## src/rtl/dcache_pkg.sv

```systemverilog
// Shared types and constants for the direct-mapped write-back data cache.
package dcache_pkg;

  localparam int ADDR_W  = 16;
  localparam int WORD_W  = 16;
  localparam int OFF_W   = 2;
  localparam int LINE_W  = 64;
  localparam int MADDR_W = 14;

  typedef enum logic [1:0] {
    IDLE   = 2'd0,
    WBACK  = 2'd1,
    FILL   = 2'd2,
    REPLAY = 2'd3
  } state_e;

  function automatic logic [WORD_W-1:0] get_word(input logic [LINE_W-1:0] line,
                                                 input logic [OFF_W-1:0]  off);
    return line[off*WORD_W +: WORD_W];
  endfunction

  function automatic logic [LINE_W-1:0] put_word(input logic [LINE_W-1:0] line,
                                                 input logic [OFF_W-1:0]  off,
                                                 input logic [WORD_W-1:0] word);
    logic [LINE_W-1:0] l;
    l = line;
    l[off*WORD_W +: WORD_W] = word;
    return l;
  endfunction

endpackage

```

## src/rtl/dcache_if.sv

```systemverilog
// CPU-side and memory-side signals of the data cache; slave = cache, master = pipeline + memory.
interface dcache_if;
  import dcache_pkg::*;

  logic [ADDR_W-1:0]  cpu_addr;
  logic               cpu_re;
  logic               cpu_we;
  logic [WORD_W-1:0]  cpu_wdata;
  logic [WORD_W-1:0]  cpu_rdata;
  logic               stall;
  logic [MADDR_W-1:0] mem_addr;
  logic               mem_re;
  logic               mem_we;
  logic [LINE_W-1:0]  mem_wdata;
  logic [LINE_W-1:0]  mem_rdata;
  logic               mem_rdy;

  modport slave (
    input  cpu_addr, cpu_re, cpu_we, cpu_wdata, mem_rdata, mem_rdy,
    output cpu_rdata, stall, mem_addr, mem_re, mem_we, mem_wdata
  );

  modport master (
    output cpu_addr, cpu_re, cpu_we, cpu_wdata, mem_rdata, mem_rdy,
    input  cpu_rdata, stall, mem_addr, mem_re, mem_we, mem_wdata
  );

endinterface

```

## src/rtl/dcache_array.sv

```systemverilog
// Tag/valid/dirty/data storage for the data cache; combinational read, one write op per cycle.
module dcache_array
  import dcache_pkg::*;
#(
  parameter int LINES = 8,
  parameter int IDX_W = $clog2(LINES),
  parameter int TAG_W = ADDR_W - IDX_W - OFF_W
) (
  input  logic              clk,
  input  logic              rst,
  input  logic [IDX_W-1:0]  idx_i,
  input  logic              word_we_i,
  input  logic [OFF_W-1:0]  off_i,
  input  logic [WORD_W-1:0] word_i,
  input  logic              fill_en_i,
  input  logic [TAG_W-1:0]  fill_tag_i,
  input  logic [LINE_W-1:0] fill_data_i,
  input  logic              dclr_en_i,
  output logic              valid_o,
  output logic              dirty_o,
  output logic [TAG_W-1:0]  tag_o,
  output logic [LINE_W-1:0] data_o
);

  logic [LINES-1:0]  valid_q;
  logic [LINES-1:0]  dirty_q;
  logic [TAG_W-1:0]  tag_q  [LINES];
  logic [LINE_W-1:0] data_q [LINES];

  assign valid_o = valid_q[idx_i];
  assign dirty_o = dirty_q[idx_i];
  assign tag_o   = tag_q[idx_i];
  assign data_o  = data_q[idx_i];

  // Status bits: the only storage that must come out of reset known.
  always_ff @(posedge clk or posedge rst) begin
    if (rst) begin
      valid_q <= '0;
      dirty_q <= '0;
    end else if (fill_en_i) begin
      valid_q[idx_i] <= 1'b1;
      dirty_q[idx_i] <= 1'b0;
    end else if (word_we_i) begin
      dirty_q[idx_i] <= 1'b1;
    end else if (dclr_en_i) begin
      dirty_q[idx_i] <= 1'b0;
    end
  end

  // Tag and data payload; contents are qualified by valid so need no reset.
  always_ff @(posedge clk) begin
    if (fill_en_i) begin
      tag_q[idx_i]  <= fill_tag_i;
      data_q[idx_i] <= fill_data_i;
    end else if (word_we_i) begin
      data_q[idx_i] <= put_word(data_q[idx_i], off_i, word_i);
    end
  end

endmodule

```

## src/rtl/dcache_ctrl.sv

```systemverilog
// Direct-mapped write-back/write-allocate data cache controller.
// Optional hit/miss counters are built when DCACHE_STATS_EN is defined.
module dcache_ctrl
  import dcache_pkg::*;
#(
  parameter int LINES = 8
) (
  input  logic        clk,
  input  logic        rst,
  dcache_if.slave     bus
`ifdef DCACHE_STATS_EN
  ,
  output logic [15:0] hit_cnt,
  output logic [15:0] miss_cnt
`endif
);

  localparam int IDX_W = $clog2(LINES);
  localparam int TAG_W = ADDR_W - IDX_W - OFF_W;

  state_e             state_q;
  logic               mem_re_q;
  logic               mem_we_q;
  logic [MADDR_W-1:0] mem_addr_q;
  logic [LINE_W-1:0]  mem_wdata_q;

  logic [OFF_W-1:0]   off;
  logic [IDX_W-1:0]   idx;
  logic [TAG_W-1:0]   tag;
  logic               req;
  logic               hit;
  logic               idle;
  logic               stall;
  logic               line_valid;
  logic               line_dirty;
  logic [TAG_W-1:0]   line_tag;
  logic [LINE_W-1:0]  line_data;
  logic               word_we;
  logic               fill_en;
  logic               dclr_en;

  assign off  = bus.cpu_addr[OFF_W-1:0];
  assign idx  = bus.cpu_addr[IDX_W+OFF_W-1:OFF_W];
  assign tag  = bus.cpu_addr[ADDR_W-1:IDX_W+OFF_W];
  assign req  = bus.cpu_re | bus.cpu_we;
  assign hit  = line_valid & (line_tag == tag);
  assign idle = (state_q == IDLE);

  // Reset drops any pending request at once, so stall is masked by rst too.
  assign stall   = req & ~rst & ~(idle & hit);
  assign word_we = idle & hit & bus.cpu_we;
  assign fill_en = (state_q == FILL) & bus.mem_rdy;
  assign dclr_en = (state_q == WBACK) & bus.mem_rdy;

  dcache_array #(
    .LINES (LINES)
  ) u_array (
    .clk         (clk),
    .rst         (rst),
    .idx_i       (idx),
    .word_we_i   (word_we),
    .off_i       (off),
    .word_i      (bus.cpu_wdata),
    .fill_en_i   (fill_en),
    .fill_tag_i  (tag),
    .fill_data_i (bus.mem_rdata),
    .dclr_en_i   (dclr_en),
    .valid_o     (line_valid),
    .dirty_o     (line_dirty),
    .tag_o       (line_tag),
    .data_o      (line_data)
  );

  // Miss sequencer; memory-side outputs are registered and held until mem_rdy.
  always_ff @(posedge clk or posedge rst) begin
    if (rst) begin
      state_q     <= IDLE;
      mem_re_q    <= 1'b0;
      mem_we_q    <= 1'b0;
      mem_addr_q  <= '0;
      mem_wdata_q <= '0;
    end else begin
      case (state_q)
        IDLE: begin
          if (req && !hit) begin
            if (line_valid && line_dirty) begin
              state_q     <= WBACK;
              mem_we_q    <= 1'b1;
              mem_addr_q  <= {line_tag, idx};
              mem_wdata_q <= line_data;
            end else begin
              state_q    <= FILL;
              mem_re_q   <= 1'b1;
              mem_addr_q <= {tag, idx};
            end
          end
        end
        WBACK: begin
          if (bus.mem_rdy) begin
            state_q    <= FILL;
            mem_we_q   <= 1'b0;
            mem_re_q   <= 1'b1;
            mem_addr_q <= {tag, idx};
          end
        end
        FILL: begin
          if (bus.mem_rdy) begin
            state_q  <= REPLAY;
            mem_re_q <= 1'b0;
          end
        end
        REPLAY: begin
          state_q <= IDLE;
        end
        default: begin
          state_q  <= IDLE;
          mem_re_q <= 1'b0;
          mem_we_q <= 1'b0;
        end
      endcase
    end
  end

  assign bus.stall     = stall;
  assign bus.cpu_rdata = (bus.cpu_re && !stall && !rst) ? get_word(line_data, off) : '0;
  assign bus.mem_re    = mem_re_q;
  assign bus.mem_we    = mem_we_q;
  assign bus.mem_addr  = mem_addr_q;
  assign bus.mem_wdata = mem_wdata_q;

`ifdef DCACHE_STATS_EN
  logic        replay_q;
  logic [15:0] hit_cnt_q;
  logic [15:0] hit_cnt_d;
  logic [15:0] miss_cnt_q;
  logic [15:0] miss_cnt_d;

  // The access completing right after REPLAY was already counted as a miss.
  always_comb begin
    hit_cnt_d  = hit_cnt_q;
    miss_cnt_d = miss_cnt_q;
    if (idle && req && hit && !replay_q && (hit_cnt_q != 16'hFFFF)) begin
      hit_cnt_d = hit_cnt_q + 16'd1;
    end else begin
      hit_cnt_d = hit_cnt_q;
    end
    if (idle && req && !hit && (miss_cnt_q != 16'hFFFF)) begin
      miss_cnt_d = miss_cnt_q + 16'd1;
    end else begin
      miss_cnt_d = miss_cnt_q;
    end
  end

  // Saturating statistics counters.
  always_ff @(posedge clk or posedge rst) begin
    if (rst) begin
      replay_q   <= 1'b0;
      hit_cnt_q  <= 16'd0;
      miss_cnt_q <= 16'd0;
    end else begin
      replay_q   <= (state_q == REPLAY);
      hit_cnt_q  <= hit_cnt_d;
      miss_cnt_q <= miss_cnt_d;
    end
  end

  assign hit_cnt  = hit_cnt_q;
  assign miss_cnt = miss_cnt_q;
`endif

endmodule

```

## src/flat_wrapper.sv

```systemverilog
// flat-port wrapper written by rule: the top's interface ports become plain ports
module dcache_ctrl_flat import dcache_pkg::*;
#(
  parameter int LINES = 8
)
  (clk, rst, bus_cpu_addr, bus_cpu_re, bus_cpu_we, bus_cpu_wdata, bus_mem_rdata, bus_mem_rdy, bus_cpu_rdata, bus_stall, bus_mem_addr, bus_mem_re, bus_mem_we, bus_mem_wdata);
  dcache_if bus_i ();
  input  logic clk;
  input  logic rst;
  input wire logic [$bits(bus_i.cpu_addr)-1:0] bus_cpu_addr;
  input wire logic [$bits(bus_i.cpu_re)-1:0] bus_cpu_re;
  input wire logic [$bits(bus_i.cpu_we)-1:0] bus_cpu_we;
  input wire logic [$bits(bus_i.cpu_wdata)-1:0] bus_cpu_wdata;
  input wire logic [$bits(bus_i.mem_rdata)-1:0] bus_mem_rdata;
  input wire logic [$bits(bus_i.mem_rdy)-1:0] bus_mem_rdy;
  output wire logic [$bits(bus_i.cpu_rdata)-1:0] bus_cpu_rdata;
  output wire logic [$bits(bus_i.stall)-1:0] bus_stall;
  output wire logic [$bits(bus_i.mem_addr)-1:0] bus_mem_addr;
  output wire logic [$bits(bus_i.mem_re)-1:0] bus_mem_re;
  output wire logic [$bits(bus_i.mem_we)-1:0] bus_mem_we;
  output wire logic [$bits(bus_i.mem_wdata)-1:0] bus_mem_wdata;
  assign bus_i.cpu_addr = bus_cpu_addr;
  assign bus_i.cpu_re = bus_cpu_re;
  assign bus_i.cpu_we = bus_cpu_we;
  assign bus_i.cpu_wdata = bus_cpu_wdata;
  assign bus_i.mem_rdata = bus_mem_rdata;
  assign bus_i.mem_rdy = bus_mem_rdy;
  assign bus_cpu_rdata = bus_i.cpu_rdata;
  assign bus_stall = bus_i.stall;
  assign bus_mem_addr = bus_i.mem_addr;
  assign bus_mem_re = bus_i.mem_re;
  assign bus_mem_we = bus_i.mem_we;
  assign bus_mem_wdata = bus_i.mem_wdata;
  dcache_ctrl #(.LINES(LINES)) u_core (.clk(clk), .rst(rst), .bus(bus_i));
endmodule
```

## config.mk

```make
export PLATFORM = sky130hd
export DESIGN_NAME = dcache_ctrl_flat
export DESIGN_NICKNAME = d
export VERILOG_FILES = /design/src/rtl/dcache_pkg.sv /design/src/rtl/dcache_if.sv /design/src/rtl/dcache_array.sv /design/src/rtl/dcache_ctrl.sv /design/src/flat_wrapper.sv
export SDC_FILE = /design/constraint.sdc
export NUM_CORES = 1
export LEC_CHECK = 0
export ABC_CLOCK_PERIOD_IN_PS = 10900
export CORE_UTILIZATION = 36
export CTS_CLUSTER_SIZE = 10
export DETAILED_ROUTE_END_ITERATION = 16
export HOLD_SLACK_MARGIN = 0.06
export PLACE_DENSITY = 0.63
export SYNTH_ARGS = -nofsm -noshare
export SYNTH_HDL_FRONTEND = slang
export SYNTH_SLANG_ARGS = --single-unit
```

## constraint.sdc

```tcl
create_clock -name clk -period 10.9 [get_ports clk]
set_input_delay 3.27 -clock clk [delete_from_list [all_inputs] [get_ports clk]]
set_output_delay 3.27 -clock clk [all_outputs]
set_load 0.1 [all_outputs]
```

==> reports/metrics.yaml, run 1 <==
status: "complete, no violations"
path_class: "primary input to output pin"
clock_power_share_pct: 39.1
hold_viol: 0
synth_seq_cells: 698
yosys_most_used_dff: "edfxtp_1"
yosysWarnings: 0
num_rows: 101
cts-hold-fix-buffers: 0
die_area_um2: 78700
ys_types: 51
combinationalPowerShare_pct: 13.0
final_layout_size_suffix_gt1_share_pct: 15.2
fp.dieH_um: 281
cts_tree: "done"
setup_violations: 0
drtIter0Drc: 2102
holdCritStartpoint: "u_core.u_array.valid_q[0]$_DFFE_PP0P_"
num-fill-cells: 6649
avgSynthCellArea_um2: 16.5
cts-root-buf: "clkbuf_16"
syn_nets: 1806
r2r_cells: 10
start_util_pct: 36.6
r2r_slack_ns: 6.66
insertion_delay_ns: 0.63
cp.arrival_ns: 6.83
hold_depth: 1
worst_hold_path_type: "flop to flop"
relSlewSlack_pct: 19.2
leakagePower_nw: 11.9
cts_buffer_depth: 3
ios: 198
r2r-start: "u_core.u_array.tag_q[4][10]$_DFFE_PP_"
finalCritPeriodShare_pct: 92.7
viasPerCell: 5.65
min_to: "u_core.u_array.valid_q[0]$_DFFE_PP0P_"
final_cell_mix: "edfxtp_1 (600), a22oi_1 (238), clkdlybuf4s50_1 (179), dfrtp_1 (98), mux2i_1 (87)"
clock.fmax_mhz: 99.0
place_congestion: 0.785
cts-resized-gates: 0
design_area_um2: 34100
synth_top_area_share_pct: 64.5
drv_cap: 0
port_buffers: 197
switchingPower_mw: 1.67
postSynthCellCount: 1697
synth.area.top_cells: "edfxtp_1 (65%), dfrtp_1 (8.8%), a22oi_1 (6.4%)"
antenna_found_initial: 2
grtUsageTotal_pct: 20.9
cts_buffers: 81
synthesis.area_um2: 27900
final_common_cell: "edfxtp_1"
ant_nets: 0
seqPwrFrac_pct: 48.0
overflow: 0
path_clk_slew_ns: 0.05
synth_top_cell_by_area: "edfxtp_1"
fin_tns_setup_ns: 0
cts_sinks: 698
synth_edf_count: 600
grt_first_pass_wirelength_mm: 118
grt_max_degree: 66
internal_power_mw: 4.75
swShare_pct: 26.0
worstMarginPinSlew_ns: 1.21
grt_pass1_vias: 16800
wirelength_mm: 82.7
core_area_um2: 76300
async_flop_share_pct: 14.0
routedWlPerCell_um: 27.2
postCtsSetupRepairBufs: 0
dpl_cell_area_um2: 31600
htreeDepth: 3
fin_crit_ns: 10.10
vias: 17200
vdd_drop_max_mv: 0.100
layout.cells.non_filler: 3037
slew_viol_final: 0
rsz0062_at_grt: "no"
fin_skew_ns: 0.0551
synth-seq-area-share_pct: 73.3
drc: 0
cp_data_required_time_ns: 7.63
r2r-end: "u_core.u_array.data_q[2][18]$_DFFE_PP_"
fp.dieW_um: 281
power.total_mw: 6.42
powerDensity_nw_per_um2: 188
end_kind: "output pin"
crit_path_max_fanout: 65
startpoint_type: "primary input"
dr.pass1.iters: 6
syn2layout_area_growth_pct: 22.0
hpwlAfterDp_mm: 48.8
nets: 2051
dp_cells: 2889
## worst max path at each step
stage,end,start
5_1_grt,bus_cpu_rdata[2],bus_cpu_addr[4]
6_report,bus_cpu_rdata[9],bus_cpu_addr[3]
4_1_cts,bus_cpu_rdata[2],bus_cpu_addr[4]
3_5_place_dp,bus_cpu_rdata[2],bus_cpu_addr[4]
3_3_place_gp,bus_cpu_rdata[2],bus_cpu_addr[4]
2_1_floorplan,bus_cpu_rdata[10],rst
## registers in the layout (all words and copies together) (netlist names), named ones only
register	count
u_core.u_array.data_q	512
u_core.u_array.tag_q	88
u_core.bus.mem_wdata	64
u_core.bus.mem_addr	14
u_core.u_array.valid_q	8
u_core.state_q	2
u_core.bus.mem_re	1
u_core.bus.mem_we	1
## power by group through the flow
stage	clock network, mW	registers [mW]	logic, mW
final	2.51	3.08	0.833
after CTS	2.54	3.08	0.835
after global routing	2.64	3.09	0.876
after floorplan	0	3.34	0.323
after global placement	0	3.13	0.824
after detailed placement	0	3.13	0.832
## through the flow
step | hold WS (ns) | utilization, % | worst slack [ns]
final | 0.462 | 44.6 | 0.797
after detailed placement | 0.453 | 41.4 | 0.797
after global routing | 0.479 | 44.6 | 0.599
after floorplan | 0.433 | - | 0.0641
after global placement | 0.451 | 41.4 | 0.774
after CTS | 0.467 | 44.6 | 0.744
## layer usage
| layer | vias to the layer above | track usage (%) | wire length (um) |
|---|---|---|---|
| li1 | 7224 | - | - |
| met1 | 8783 | 29.3 | 34200 |
| met2 | 981 | 32.6 | 38100 |
| met3 | 170 | 3.92 | 7770 |
| met4 | 4 | 6.56 | 2580 |
| met5 | - | 0 | 27 |
## layout make-up
class                           count  area [um2]  area share [%]
Sequential cell                   698       20500            60.1
Clock buffer                      140        2300            6.75
Antenna cell                        1        2.50         0.00735
Timing Repair Buffer              259        2740            8.04
Multi-Input combinational cell    829        6840            20.1
Tap cell                         1030        1290            3.78
Clock inverter                      7         150           0.441
Inverter                           73         277           0.812
## Yosys cell counts, drive strengths merged (2+ instances only)
master / n
dfrtp: 98
nor3: 5
nand3b: 2
nor2: 48
a22o: 13
o211ai: 3
ha: 8
clkbuf: 56
xnor2: 7
inv: 73
or3: 2
and3: 13
o2bb2ai: 2
and2: 4
a22oi: 238
nor2b: 7
or2: 9
nand4: 3
and4: 52
o21ai: 82
a221oi: 13
buf: 41
edfxtp: 600
nand2: 82
xor2: 4
a21oi: 11
a211oi: 2
nand3: 4
mux2i: 87
mux4: 30
mux2: 85
nand2b: 2
## logic make-up (layout without fill, tap and decap cells)
kind of cell | after synthesis | in the layout | synth area share [%]
compound gates | 371 | 371 | 9.30
xor+xnor | 11 | 11 | 0.345
fa+ha+maj | 8 | 8 | 0.358
buf+inv | 170 | 479 | 2.72
flops | 698 | 698 | 73.3
mux | 202 | 202 | 9.27
other cells | 0 | 1 | 0
simple gates | 237 | 237 | 4.71
## worst max-delay path, cell delays in order
cell,delay (ns)
clkdlybuf4s50_1,0.92
inv_2,0.33
nor3_2,0.34
buf_12,0.44
a22oi_1,0.18
and4_1,0.36
mux4_2,0.54
nor2_1,0.20
buf_12,0.20
(Power assumes the default switching activity.)
==> run 2, diff against run 1 <==
- SLEW_MARGIN: unset -> 20
==> run 2 against run 1 <==
  * Die area did not move
  * Sequential share of layout area barely moved
  * Clock power barely moved
  * Via count fell by 0.52%
  * Clock-buffer cell count fell by 4
  * First-iteration DRC count fell by 2.6%
  * Global-route usage barely moved
  * Hold slack got worse by 0.0013 ns
  * Total power barely moved
  * Sequential power barely moved
  * Worst setup slack improved by 0.0085 ns
  * Critical path depth did not move
  * Critical path type unchanged
  * Critical endpoint unchanged
==> reports/metrics.yaml, run 2 (synthesis gave the netlist of run 1 again) <==
status: "complete, no violations"
crit_path_max_fanout: 65  # unchanged
final_cell_mix: "edfxtp_1 (600), a22oi_1 (238), clkdlybuf4s50_1 (178), dfrtp_1 (98), mux2i_1 (87)"
path_class: "primary input to output pin"
cts_sinks: 698  # unchanged
drv_cap: 0  # unchanged
seqPwrFrac_pct: 48.0  # about the same
fin_skew_ns: 0.0433  # -0.0118 ns
overflow: 0  # unchanged
die_area_um2: 78700  # unchanged
ios: 198  # unchanged
worstMarginPinSlew_ns: 1.21  # +0.00344 ns
drtIter0Drc: 2047  # -2.6%
place_congestion: 0.785  # unchanged
vias: 17100  # -0.52%
antenna_found_initial: 3  # +1
nets: 2052  # +0.049%
slew_viol_final: 0  # unchanged
internal_power_mw: 4.75  # about the same
max_stage_delay_ns: 0.91  # about the same
powerDensity_nw_per_um2: 188  # about the same
dr.pass1.iters: 5  # -1
viasPerCell: 5.63  # -0.42%
cp.arrival_ns: 6.82  # about the same
switchingPower_mw: 1.67  # +0.15%
fin_tns_setup_ns: 0  # unchanged
cts_tree: "done"
routedWlPerCell_um: 27.2  # about the same
drc: 0  # unchanged
wirelength_mm: 82.7  # about the same
hpwlAfterDp_mm: 48.8  # about the same
setup_violations: 0  # unchanged
path_cells: "clkdlybuf4s50_1 > inv_2 > nor3_2 > buf_12 > a22oi_1 > and4_1 > mux4_2 > nor2_1 > buf_12"
grtUsageTotal_pct: 20.9  # about the same
leakagePower_nw: 11.9  # about the same
fp.dieH_um: 281  # unchanged
cp_data_required_time_ns: 7.63  # about the same
r2r-start: "u_core.u_array.tag_q[4][10]$_DFFE_PP_"
fin_crit_ns: 10.09  # -0.00850 ns
combinationalPowerShare_pct: 13.0  # about the same
clock_power_share_pct: 39.0  # about the same
ant_nets: 0  # unchanged
cp-startpoint: "bus_cpu_addr[3]"
cpMostUsedCell: "buf_12"
cts_buffer_depth: 3  # unchanged
relSlewSlack_pct: 18.9  # -0.29 points
grt_first_pass_wirelength_mm: 118  # -0.36%
largest_register_ff_count: 512  # unchanged
worst_hold_path_type: "flop to flop"
holdCritStartpoint: "u_core.u_array.valid_q[0]$_DFFE_PP0P_"
swShare_pct: 26.0  # +0.037 points
start_util_pct: 36.6  # unchanged
finalCritPeriodShare_pct: 92.6  # about the same
num_rows: 101  # unchanged
clock.fmax_mhz: 99.1  # about the same
grt_pass1_vias: 16700  # -0.59%
num-fill-cells: 6659  # +0.15%
htreeDepth: 3  # unchanged
cts_buffers: 81  # unchanged
cts-root-buf: "clkbuf_16"
startpoint_type: "primary input"
path_delay_family: "buffers and inverters"
slowest_stage: "clkdlybuf4s50_1"
end_kind: "output pin"
final_layout_size_suffix_gt1_share_pct: 15.2  # +0.073 points
rsz0062_at_grt: "no"
largest_register: "u_core.u_array.data_q"
postCtsSetupRepairBufs: 0  # unchanged
hold_viol: 0  # unchanged
vdd_drop_max_mv: 0.104  # +3.7%
syn2layout_area_growth_pct: 22.0  # about the same
fp.dieW_um: 281  # unchanged
core_area_um2: 76300  # unchanged
fin_ws_ns: 0.806  # +0.00850 ns
cp_num_buf_inv: 4  # unchanged
cts-hold-fix-buffers: 0  # unchanged
cts-resized-gates: 0  # unchanged
grt_max_degree: 66  # unchanged
final_common_cell: "edfxtp_1"
port_buffers: 197  # unchanged
path_clk_slew_ns: 0.06  # about the same
insertion_delay_ns: 0.63  # about the same
place_ws_ns: 0.822  # +0.0248 ns
==> run 2: cell count changes in the layout (fill, tap and decap cells not counted) <==
cell	change
clkinv_2	+1
inv_16	+1
clkinv_8	-1
buf_2	+1
clkdlybuf4s50_1	-1
clkbuf_1	-3
clkbuf_8	-2
buf_12	+1
clkinvlp_4	-1
clkbuf_16	+1
==> run 2: power by group through the flow <==
stage	sequential [mW]	clock [mW]	combinational, mW
after floorplan	3.34	0	0.323
after global placement	3.13	0	0.824
after detailed placement	3.13	0	0.833
after CTS	3.08	2.54	0.836
after global routing	3.09	2.63	0.876
final	3.08	2.51	0.834
==> run 2: path summary, 6_finish.rpt <==
check	slack (ns)	endpoint	cells past startpoint
setup / recovery	0.81	bus_cpu_rdata[9]	9
hold / removal	0.46	u_core.u_array.valid_q[0]$_DFFE_PP0P_	1
setup reg to reg	6.64	u_core.u_array.data_q[1][22]$_DFFE_PP_	9
hold reg to reg	0.46	u_core.u_array.valid_q[0]$_DFFE_PP0P_	1
max in group asynchronous	6.16	u_core.bus.mem_wdata[7]$_DFFE_PP0P_	4
min in group asynchronous	3.06	u_core.bus.mem_we$_DFFE_PP0P_	2
==> run 2: metal layers <==
| metal | vias to the layer above | track usage (%) | part of all wire (%) |
|---|---|---|---|
| met4 | 4 | 6.53 | 3.0 |
| met2 | 990 | 32.6 | 46 |
| met3 | 161 | 4.58 | 9.6 |
| met1 | 8700 | 29.0 | 41 |
| li1 | 7218 | - | - |
| met5 | - | 0 | 0.036 |
==> run 2: final cells by class <==
| class | count | area [um2] | area share [%] |
|---|---|---|---|
| sequential | 698 | 20500 | 60.1 |
| multi-input combinational | 829 | 6840 | 20.1 |
| timing repair buffer | 260 | 2760 | 8.09 |
| clock buffer | 136 | 2290 | 6.71 |
| tap | 1030 | 1290 | 3.78 |
| inverter | 73 | 277 | 0.812 |
| clock inverter | 7 | 151 | 0.444 |
| antenna | 1 | 2.50 | 0.00735 |
==> run 2: through the flow <==
stage / hold slack, ns / util, % / instances / cell area, um2 / power [mW]
CTS: 0.467 / 44.6 / 3033 / 34100 / 6.45
global route: 0.479 / 44.6 / 3033 / 34100 / 6.60
global placement: 0.451 / 41.4 / 2889 / 31600 / 3.95
detailed placement: 0.453 / 41.4 / 2890 / 31600 / 3.97
finish: 0.461 / 44.6 / 3034 / 34100 / 6.42
floorplan: 0.433 / - / 1697 / 27900 / 3.66
